### config.mk
export PLATFORM = sky130hd
export DESIGN_NAME = ps2_keyboard_rx_fifo_flat
export DESIGN_NICKNAME = d
export VERILOG_FILES = /design/src/rtl/ps2_keyboard_rx_fifo_if.sv /design/src/rtl/ps2_keyboard_rx_fifo.sv /design/src/flat_wrapper.sv
export SDC_FILE = /design/constraint.sdc
export NUM_CORES = 1
export LEC_CHECK = 0
export ABC_CLOCK_PERIOD_IN_PS = 2500
export CAP_MARGIN = 20
export CELL_PAD_IN_SITES_DETAIL_PLACEMENT = 2
export CELL_PAD_IN_SITES_GLOBAL_PLACEMENT = 2
export CORE_AREA = 2 2 93 162
export CTS_CLUSTER_SIZE = 24
export DETAILED_ROUTE_END_ITERATION = 16
export DIE_AREA = 0 0 95 164
export DONT_BUFFER_PORTS = 1
export MAX_ROUTING_LAYER = met4
export PLACE_DENSITY_LB_ADDON = 0.1
export SKIP_CTS_REPAIR_TIMING = 1
export SLEW_MARGIN = 20
export SYNTH_ARGS = -nofsm -noshare
export SYNTH_HDL_FRONTEND = slang
export SYNTH_SLANG_ARGS = --single-unit
### constraint.sdc
create_clock -name clk -period 2.5 [get_ports clk]
set_clock_uncertainty 0.05 [all_clocks]
set_input_delay 0.5 -clock clk [delete_from_list [all_inputs] [get_ports clk]]
set_output_delay 0.5 -clock clk [all_outputs]
set_load 0.01 [all_outputs]
### src/rtl/ps2_keyboard_rx_fifo_if.sv
// ps2_keyboard_rx_fifo_if
// CPU-side bundle of the PS/2 keyboard receiver: the FIFO head, occupancy,
// the pop strobe and the one-cycle error pulses.
//   master : the receiver (drives head/status/pulses, samples scanCodeRead)
//   slave  : the keyboard controller (drives scanCodeRead)
// Parameter FIFO_DEPTH must match the receiver instance (sets fifoCount width).
interface ps2_keyboard_rx_fifo_if #(
    parameter int FIFO_DEPTH = 8
);
    localparam int CW = $clog2(FIFO_DEPTH + 1);

    logic [7:0]    scanCode;
    logic          scanCodeValid;
    logic          scanCodeRead;
    logic [CW-1:0] fifoCount;
    logic          keyBreak;
    logic          keyExtended;
    logic          parityError;
    logic          frameError;
    logic          overflow;

    modport master (
        output scanCode, scanCodeValid, fifoCount, keyBreak, keyExtended,
               parityError, frameError, overflow,
        input  scanCodeRead
    );

    modport slave (
        input  scanCode, scanCodeValid, fifoCount, keyBreak, keyExtended,
               parityError, frameError, overflow,
        output scanCodeRead
    );
endinterface

### src/rtl/ps2_keyboard_rx_fifo.sv
// ps2_keyboard_rx_fifo
// PS/2 keyboard receiver, fully in the clk domain: 2-flop synchronisers,
// glitch filter on PS2_CLK, 11-bit frame checker with inactivity timeout,
// and a first-word-fall-through scan-code FIFO.
// Ports:
//   clk      system clock
//   rst      asynchronous active-low reset
//   PS2_CLK  raw keyboard clock (asynchronous)
//   PS2_DAT  raw keyboard data (asynchronous)
//   kbd      CPU-side interface (master modport): head, valid, count,
//            break/extended flags, pop strobe, error/overflow pulses
// Build option: define PS2_BREAK_DECODE_EN to fold E0/F0 prefixes into the
// FIFO entry as keyExtended/keyBreak; otherwise every good byte is queued raw.
//
// State   | meaning
// IDLE    | waiting for a start bit (data 0 at a sample event)
// DATA    | shifting in 8 data bits LSB-first
// PARITY  | capturing the odd-parity result
// STOP    | checking the stop bit, then queue or report an error
module ps2_keyboard_rx_fifo #(
    parameter int FILTER_LEN     = 8,
    parameter int FIFO_DEPTH     = 8,
    parameter int TIMEOUT_CYCLES = 50000
) (
    input  logic clk,
    input  logic rst,
    input  logic PS2_CLK,
    input  logic PS2_DAT,
    ps2_keyboard_rx_fifo_if.master kbd
);
    localparam int CW = $clog2(FIFO_DEPTH + 1);
    localparam int PW = $clog2(FIFO_DEPTH);
    localparam int FW = $clog2(FILTER_LEN);
    localparam int TW = $clog2(TIMEOUT_CYCLES + 1);
`ifdef PS2_BREAK_DECODE_EN
    localparam int EW = 10;
`else
    localparam int EW = 8;
`endif

    typedef enum logic [1:0] {S_IDLE, S_DATA, S_PARITY, S_STOP} state_t;

    logic [1:0]    clk_sync_q, dat_sync_q;
    logic          filt_clk_q, filt_clk_d;
    logic [FW-1:0] filt_cnt_q, filt_cnt_d;
    logic          sample_evt, dat_s;
    state_t        state_q, state_d;
    logic [7:0]    shift_q;
    logic [2:0]    bit_cnt_q;
    logic          par_ok_q;
    logic [TW-1:0] to_q;
    logic          timeout_hit, byte_good, par_err, frm_err;
    logic          par_err_q, frm_err_q, ovf_q;
    logic          push_req;
    logic [EW-1:0] push_word;
    logic [EW-1:0] mem_q [FIFO_DEPTH];
    logic [PW-1:0] wr_ptr_q, rd_ptr_q;
    logic [CW-1:0] count_q;
    logic          full, empty, do_pop, do_push, ovf;

    // Synchronisers reset to 1 so the bus looks idle out of reset.
    always_ff @(posedge clk or negedge rst) begin
        if (!rst) begin
            clk_sync_q <= 2'b11;
            dat_sync_q <= 2'b11;
        end else begin
            clk_sync_q <= {clk_sync_q[0], PS2_CLK};
            dat_sync_q <= {dat_sync_q[0], PS2_DAT};
        end
    end

    assign dat_s = dat_sync_q[1];

    // Filtered clock flips on the FILTER_LEN-th consecutive differing sample.
    always_comb begin
        filt_clk_d = filt_clk_q;
        filt_cnt_d = '0;
        if (clk_sync_q[1] != filt_clk_q) begin
            if (filt_cnt_q == FW'(FILTER_LEN - 1)) filt_clk_d = clk_sync_q[1];
            else                                   filt_cnt_d = filt_cnt_q + FW'(1);
        end
    end

    always_ff @(posedge clk or negedge rst) begin
        if (!rst) begin
            filt_clk_q <= 1'b1;
            filt_cnt_q <= '0;
        end else begin
            filt_clk_q <= filt_clk_d;
            filt_cnt_q <= filt_cnt_d;
        end
    end

    // Sample event is the cycle whose closing edge drops the filtered clock.
    assign sample_evt  = filt_clk_q & ~filt_clk_d;
    assign timeout_hit = (state_q != S_IDLE) && !sample_evt &&
                         (to_q == TW'(TIMEOUT_CYCLES - 1));

    always_ff @(posedge clk or negedge rst) begin
        if (!rst) state_q <= S_IDLE;
        else      state_q <= state_d;
    end

    always_comb begin
        state_d = state_q;
        if (timeout_hit) begin
            state_d = S_IDLE;
        end else if (sample_evt) begin
            case (state_q)
                S_IDLE:   if (!dat_s) state_d = S_DATA;
                S_DATA:   if (bit_cnt_q == 3'd7) state_d = S_PARITY;
                S_PARITY: state_d = S_STOP;
                default:  state_d = S_IDLE;
            endcase
        end
    end

    // Stop-bit failure outranks parity; timeout is reported as a frame error.
    always_comb begin
        byte_good = 1'b0;
        par_err   = 1'b0;
        frm_err   = timeout_hit;
        if (sample_evt && state_q == S_STOP) begin
            if (!dat_s)         frm_err   = 1'b1;
            else if (!par_ok_q) par_err   = 1'b1;
            else                byte_good = 1'b1;
        end
    end

    always_ff @(posedge clk or negedge rst) begin
        if (!rst) begin
            shift_q   <= '0;
            bit_cnt_q <= '0;
            par_ok_q  <= 1'b0;
            to_q      <= '0;
        end else begin
            if (sample_evt || state_q == S_IDLE || timeout_hit) to_q <= '0;
            else                                                to_q <= to_q + TW'(1);
            if (sample_evt) begin
                case (state_q)
                    S_IDLE: bit_cnt_q <= '0;
                    S_DATA: begin
                        shift_q   <= {dat_s, shift_q[7:1]};
                        bit_cnt_q <= bit_cnt_q + 3'd1;
                    end
                    S_PARITY: par_ok_q <= ^{shift_q, dat_s};
                    default: ;
                endcase
            end
        end
    end

`ifdef PS2_BREAK_DECODE_EN
    logic ext_q, brk_q, is_prefix;

    assign is_prefix = (shift_q == 8'hE0) || (shift_q == 8'hF0);
    assign push_req  = byte_good && !is_prefix;
    assign push_word = {brk_q, ext_q, shift_q};

    always_ff @(posedge clk or negedge rst) begin
        if (!rst) begin
            ext_q <= 1'b0;
            brk_q <= 1'b0;
        end else if (par_err || frm_err) begin
            ext_q <= 1'b0;
            brk_q <= 1'b0;
        end else if (byte_good) begin
            if (shift_q == 8'hE0)      ext_q <= 1'b1;
            else if (shift_q == 8'hF0) brk_q <= 1'b1;
            else begin
                ext_q <= 1'b0;
                brk_q <= 1'b0;
            end
        end
    end

    assign kbd.keyBreak    = mem_q[rd_ptr_q][9];
    assign kbd.keyExtended = mem_q[rd_ptr_q][8];
`else
    assign push_req        = byte_good;
    assign push_word       = shift_q;
    assign kbd.keyBreak    = 1'b0;
    assign kbd.keyExtended = 1'b0;
`endif

    // A pop in the same cycle frees the slot, so a full FIFO still accepts.
    assign full    = (count_q == CW'(FIFO_DEPTH));
    assign empty   = (count_q == '0);
    assign do_pop  = kbd.scanCodeRead && !empty;
    assign do_push = push_req && (!full || do_pop);
    assign ovf     = push_req && full && !do_pop;

    always_ff @(posedge clk or negedge rst) begin
        if (!rst) begin
            for (int i = 0; i < FIFO_DEPTH; i++) mem_q[i] <= '0;
            wr_ptr_q  <= '0;
            rd_ptr_q  <= '0;
            count_q   <= '0;
            par_err_q <= 1'b0;
            frm_err_q <= 1'b0;
            ovf_q     <= 1'b0;
        end else begin
            par_err_q <= par_err;
            frm_err_q <= frm_err;
            ovf_q     <= ovf;
            if (do_push) begin
                mem_q[wr_ptr_q] <= push_word;
                wr_ptr_q        <= wr_ptr_q + PW'(1);
            end
            if (do_pop) rd_ptr_q <= rd_ptr_q + PW'(1);
            case ({do_push, do_pop})
                2'b10:   count_q <= count_q + CW'(1);
                2'b01:   count_q <= count_q - CW'(1);
                default: ;
            endcase
        end
    end

    assign kbd.scanCode      = mem_q[rd_ptr_q][7:0];
    assign kbd.scanCodeValid = !empty;
    assign kbd.fifoCount     = count_q;
    assign kbd.parityError   = par_err_q;
    assign kbd.frameError    = frm_err_q;
    assign kbd.overflow      = ovf_q;
endmodule

### src/flat_wrapper.sv
// flat-port wrapper written by rule: the top's interface ports become plain ports
module ps2_keyboard_rx_fifo_flat 
#(
    parameter int FILTER_LEN     = 8,
    parameter int FIFO_DEPTH     = 8,
    parameter int TIMEOUT_CYCLES = 50000
)
  (clk, rst, PS2_CLK, PS2_DAT, kbd_scanCode, kbd_scanCodeValid, kbd_fifoCount, kbd_keyBreak, kbd_keyExtended, kbd_parityError, kbd_frameError, kbd_overflow, kbd_scanCodeRead);
  ps2_keyboard_rx_fifo_if #(.FIFO_DEPTH(FIFO_DEPTH)) kbd_i ();
  input  logic clk;
  input  logic rst;
  input  logic PS2_CLK;
  input  logic PS2_DAT;
  output wire logic [$bits(kbd_i.scanCode)-1:0] kbd_scanCode;
  output wire logic [$bits(kbd_i.scanCodeValid)-1:0] kbd_scanCodeValid;
  output wire logic [$bits(kbd_i.fifoCount)-1:0] kbd_fifoCount;
  output wire logic [$bits(kbd_i.keyBreak)-1:0] kbd_keyBreak;
  output wire logic [$bits(kbd_i.keyExtended)-1:0] kbd_keyExtended;
  output wire logic [$bits(kbd_i.parityError)-1:0] kbd_parityError;
  output wire logic [$bits(kbd_i.frameError)-1:0] kbd_frameError;
  output wire logic [$bits(kbd_i.overflow)-1:0] kbd_overflow;
  input wire logic [$bits(kbd_i.scanCodeRead)-1:0] kbd_scanCodeRead;
  assign kbd_scanCode = kbd_i.scanCode;
  assign kbd_scanCodeValid = kbd_i.scanCodeValid;
  assign kbd_fifoCount = kbd_i.fifoCount;
  assign kbd_keyBreak = kbd_i.keyBreak;
  assign kbd_keyExtended = kbd_i.keyExtended;
  assign kbd_parityError = kbd_i.parityError;
  assign kbd_frameError = kbd_i.frameError;
  assign kbd_overflow = kbd_i.overflow;
  assign kbd_i.scanCodeRead = kbd_scanCodeRead;
  ps2_keyboard_rx_fifo #(.FILTER_LEN(FILTER_LEN), .FIFO_DEPTH(FIFO_DEPTH), .TIMEOUT_CYCLES(TIMEOUT_CYCLES)) u_core (.clk(clk), .rst(rst), .PS2_CLK(PS2_CLK), .PS2_DAT(PS2_DAT), .kbd(kbd_i));
endmodule
==> flow_summary_export.csv <==
group,metric,value,unit
run_status,status,"complete, but fails checks",
run_status,violations,"hold timing, setup timing",
cells_and_area,drive_gt1_frac,0.408,
setup_path,critical_path_peak_fanout,8,
cells_and_area,final_util,0.455,
floorplanning,start_util,0.380,
timing,min_period,2.51,ns
floorplanning,core_region_area,14300,um^2
floorplanning,dieWidth,95,um
global_routing,grt_usage,0.190,
placement,place_ws,0.0618,ns
drt,ant_nets,0,
setup_path,startpoint_type,"flop",
global_routing,overflow,0,
clock_network,clock_latency,0.41,ns
timing,min_period_over_period,1.00,
timing,relSlewSlack,0.593,
setup_path,cp_data_arrival_time,2.75,ns
setup_path,cp_top_family,"simple AND/OR/NAND/NOR gates",
global_routing,grt_max_degree,116,
clock_network,root_buffer,"clkbuf_16",
synthesis,synth_edf_count,0,
placement,portBuffers,0,
synthesis,yosysSeqAreaShare,0.531,
global_routing,antenna_found_initial,0,
pwr,leakage,3.04,nW
synthesis,yosysWarnings,0,
clock_network,numCtsBuffers,17,
synthesis,avgSynthCellArea,13.7,um^2
drt,drc_errors,0,
clock_network,clk_path_buf_depth,2,
setup_path,required,2.75,ns
synthesis,ys.flop_type,"dfrtp_1",
synthesis,synth_largest_area_cell,"dfrtp_1",
timing,rsz0062_at_grt,"true",
setup_path,crit_chain,"ha_4 -> ha_4 -> nand3b_1 -> a311oi_4 -> inv_2 -> buf_6 -> or4b_4 -> buf_12 -> mux2_4",
pwr,power_frac_comb,0.173,
drt,drtIter0Drc,84,
timing,hold_viol,115,
setup_path,cp_slowest_stage_delay,0.50,ns
clock_network,cts_sinks,115,
drt,drt-wirelength-per-cell,21.4,um
cells_and_area,syn_to_final_growth,19.8,%
timing,finalSetupViolCount,4,
cells_and_area,num_antenna_cells,0,
pwr,p_per_area,877,nW/um^2
setup_path,cpMostUsedCell,"ha_4",
floorplanning,rows,58,
timing,tightest_slew,0.611,ns
setup_path,cpMaxStageDelayCell,"or4b_4",
synthesis,syn_inst,397,
drt,wl,13100,um
setup_path,critical_path_class,"flop to flop",
synthesis,synth_common_cells,"dfrtp_1, mux2_2, xnor2_1",
synthesis,synth_area_leaders,"dfrtp_1, mux2_2, mux4_2",
timing,setup_ws,-0.00706,ns
drt,vias,3246,
synthesis,synthDistinctLibCells,47,
synthesis,ys_ff_latch,115,
synthesis,synthDominantCellAreaShare,0.507,
run,max-cap-violations,0,
pwr,p_int,0.00409,W
timing,timing_max_transition_violations_final,0,
global_routing,grt_pass1_vias,3970,
placement,place_congestion,0.710,
timing,fmax,399,MHz
clock_network,htreeDepth,4,
pwr,p_switching,0.00162,W
pwr,netSwitchingFraction,0.284,
setup_path,r2r_setup_slack,-0.007,ns
clock_network,tritoncts,"done",
clock_network,clk_pin_slew,0.06,ns
setup_path,critPathCaptureType,"flop",
synthesis,async_flop_share,1.00,
pwr,vdd_drop_max,0.000478,V
timing,whs,-0.268,ns
drt,viasPerCell,5.31,
global_routing,grt_pass1_wl,21200,um
placement,hpwlAfterDp,8440,um
pwr,seqPwrFrac,0.384,
floorplanning,ios,23,
pwr,clockPowerShare,0.443,
synthesis,syn_area,5430,um^2
synthesis,yosysMostFrequentCell,"dfrtp_1",
hold_path,min_path_type,"primary input to asynchronous set/reset pin",
cells_and_area,fin_nets,437,
setup_path,path_buf_inv,3,
floorplanning,fp.dieH,164,um
drt,drt-pass1-iter-count,4,
floorplanning,dieArea,15600,um^2
## worst reg2reg max path: cells and delay by family (launching register included)
kind                     cells  cell delay [ns]
buffers and inverters        3             0.40
AO/OA/AOI/OAI                1             0.34
AND/OR/NAND/NOR              2             0.64
adder cells (fa/ha/maj)      2             0.28
multiplexers                 1             0.30
flip-flops                   1             0.38
## area by class of cell
type / instances / area [um^2]
clock buffers: 18 / 439
clock inverters: 14 / 180
fillers: 1359 / 7780
inverters: 9 / 33.8
multi-input cells: 250 / 2470
flip-flops and latches: 115 / 2890
well taps: 180 / 225
repair buffers: 25 / 275
## sequential cells by signal, indices dropped and copies added, names as in the netlist
register                count
u_core.kbd.overflow         1
u_core.mem_q               64
u_core.kbd.frameError       1
u_core.filt_clk_q           1
u_core.filt_cnt_q           3
u_core.dat_sync_q           2
u_core.bit_cnt_q            3
u_core.kbd.parityError      1
u_core.push_word            8
u_core.state_q              2
u_core.rd_ptr_q             3
u_core.clk_sync_q           2
u_core.to_q                16
u_core.par_ok_q             1
u_core.kbd.fifoCount        4
u_core.wr_ptr_q             3
## power groups by stage
stage / Clock [W] / Combinational [W] / Sequential [W]
2_1_floorplan: 0 / 0.000631 / 0.00216
3_3_place_gp: 0 / 0.000880 / 0.00219
3_5_place_dp: 0 / 0.000918 / 0.00221
4_1_cts: 0.00260 / 0.000926 / 0.00218
5_1_grt: 0.00267 / 0.00110 / 0.00221
6_report: 0.00253 / 0.000986 / 0.00219
## cells in the final DEF, fill, tap and decap left out, drive strengths merged, types with 2 or more instances in the layout
| cell type | count |
|---|---|
| o22ai | 2 |
| dfstp | 5 |
| a31o | 2 |
| nor2b | 2 |
| bufinv | 3 |
| a32o | 2 |
| dfrtp | 110 |
| nor4bb | 2 |
| nand2b | 2 |
| clkinvlp | 2 |
| buf | 24 |
| xor2 | 7 |
| a21oi | 4 |
| and3b | 2 |
| or2 | 2 |
| xnor2 | 21 |
| inv | 11 |
| mux4 | 16 |
| nand2 | 14 |
| clkbuf | 19 |
| conb | 2 |
| nand4 | 5 |
| mux2 | 83 |
| o21ai | 9 |
| nand3b | 3 |
| and3 | 5 |
| ha | 14 |
| and4b | 2 |
| nor3 | 7 |
| nor3b | 2 |
| nor4b | 2 |
| clkinv | 7 |
| nand3 | 8 |
| nor2 | 20 |
## cell families after synthesis
group | share of synthesized area
compound gates | 0.0274
fa+ha+maj | 0.0322
other cells | 0.000690
buf+inv | 0.0251
simple gates | 0.0889
flops | 0.531
mux | 0.246
xor+xnor | 0.0493
## metal layers
layer  track usage  part of all wire  wire [um]
met2         0.347              0.58       7650
met3        0.0312             0.013        174
met1         0.202              0.39       5070
met5             -                 0          0
met4        0.0711             0.016        205
## per-stage QoR
step           total power, W  instance area [um^2]  hold slack [ns]  TNS [ns]  cells
2_1_floorplan         0.00279                  5440            0.154         0    398
3_3_place_gp          0.00307                  5780            0.157         0    576
3_5_place_dp          0.00312                  5780            0.157         0    576
4_1_cts               0.00570                  6400           -0.291   -0.0329    608
5_1_grt               0.00598                  6510           -0.287    -0.867    611
6_report              0.00571                  6510           -0.268   -0.0140    611
## worst paths after layout
kind,from,endpoint,depth (start not counted)
max,u_core.filt_cnt_q[0]$_DFF_PN0_,u_core.mem_q[46]$_DFFE_PN0P_,9
min,rst,u_core.filt_cnt_q[2]$_DFF_PN0_,0
max reg2reg,u_core.filt_cnt_q[0]$_DFF_PN0_,u_core.mem_q[46]$_DFFE_PN0P_,9
min reg2reg,u_core.clk_sync_q[0]$_DFF_PN1_,u_core.clk_sync_q[1]$_DFF_PN1_,0
max in group asynchronous,rst,u_core.mem_q[45]$_DFFE_PN0P_,0
min in group clk,PS2_CLK,u_core.clk_sync_q[0]$_DFF_PN1_,0
Note: power is estimated with default switching activity, not from simulation.
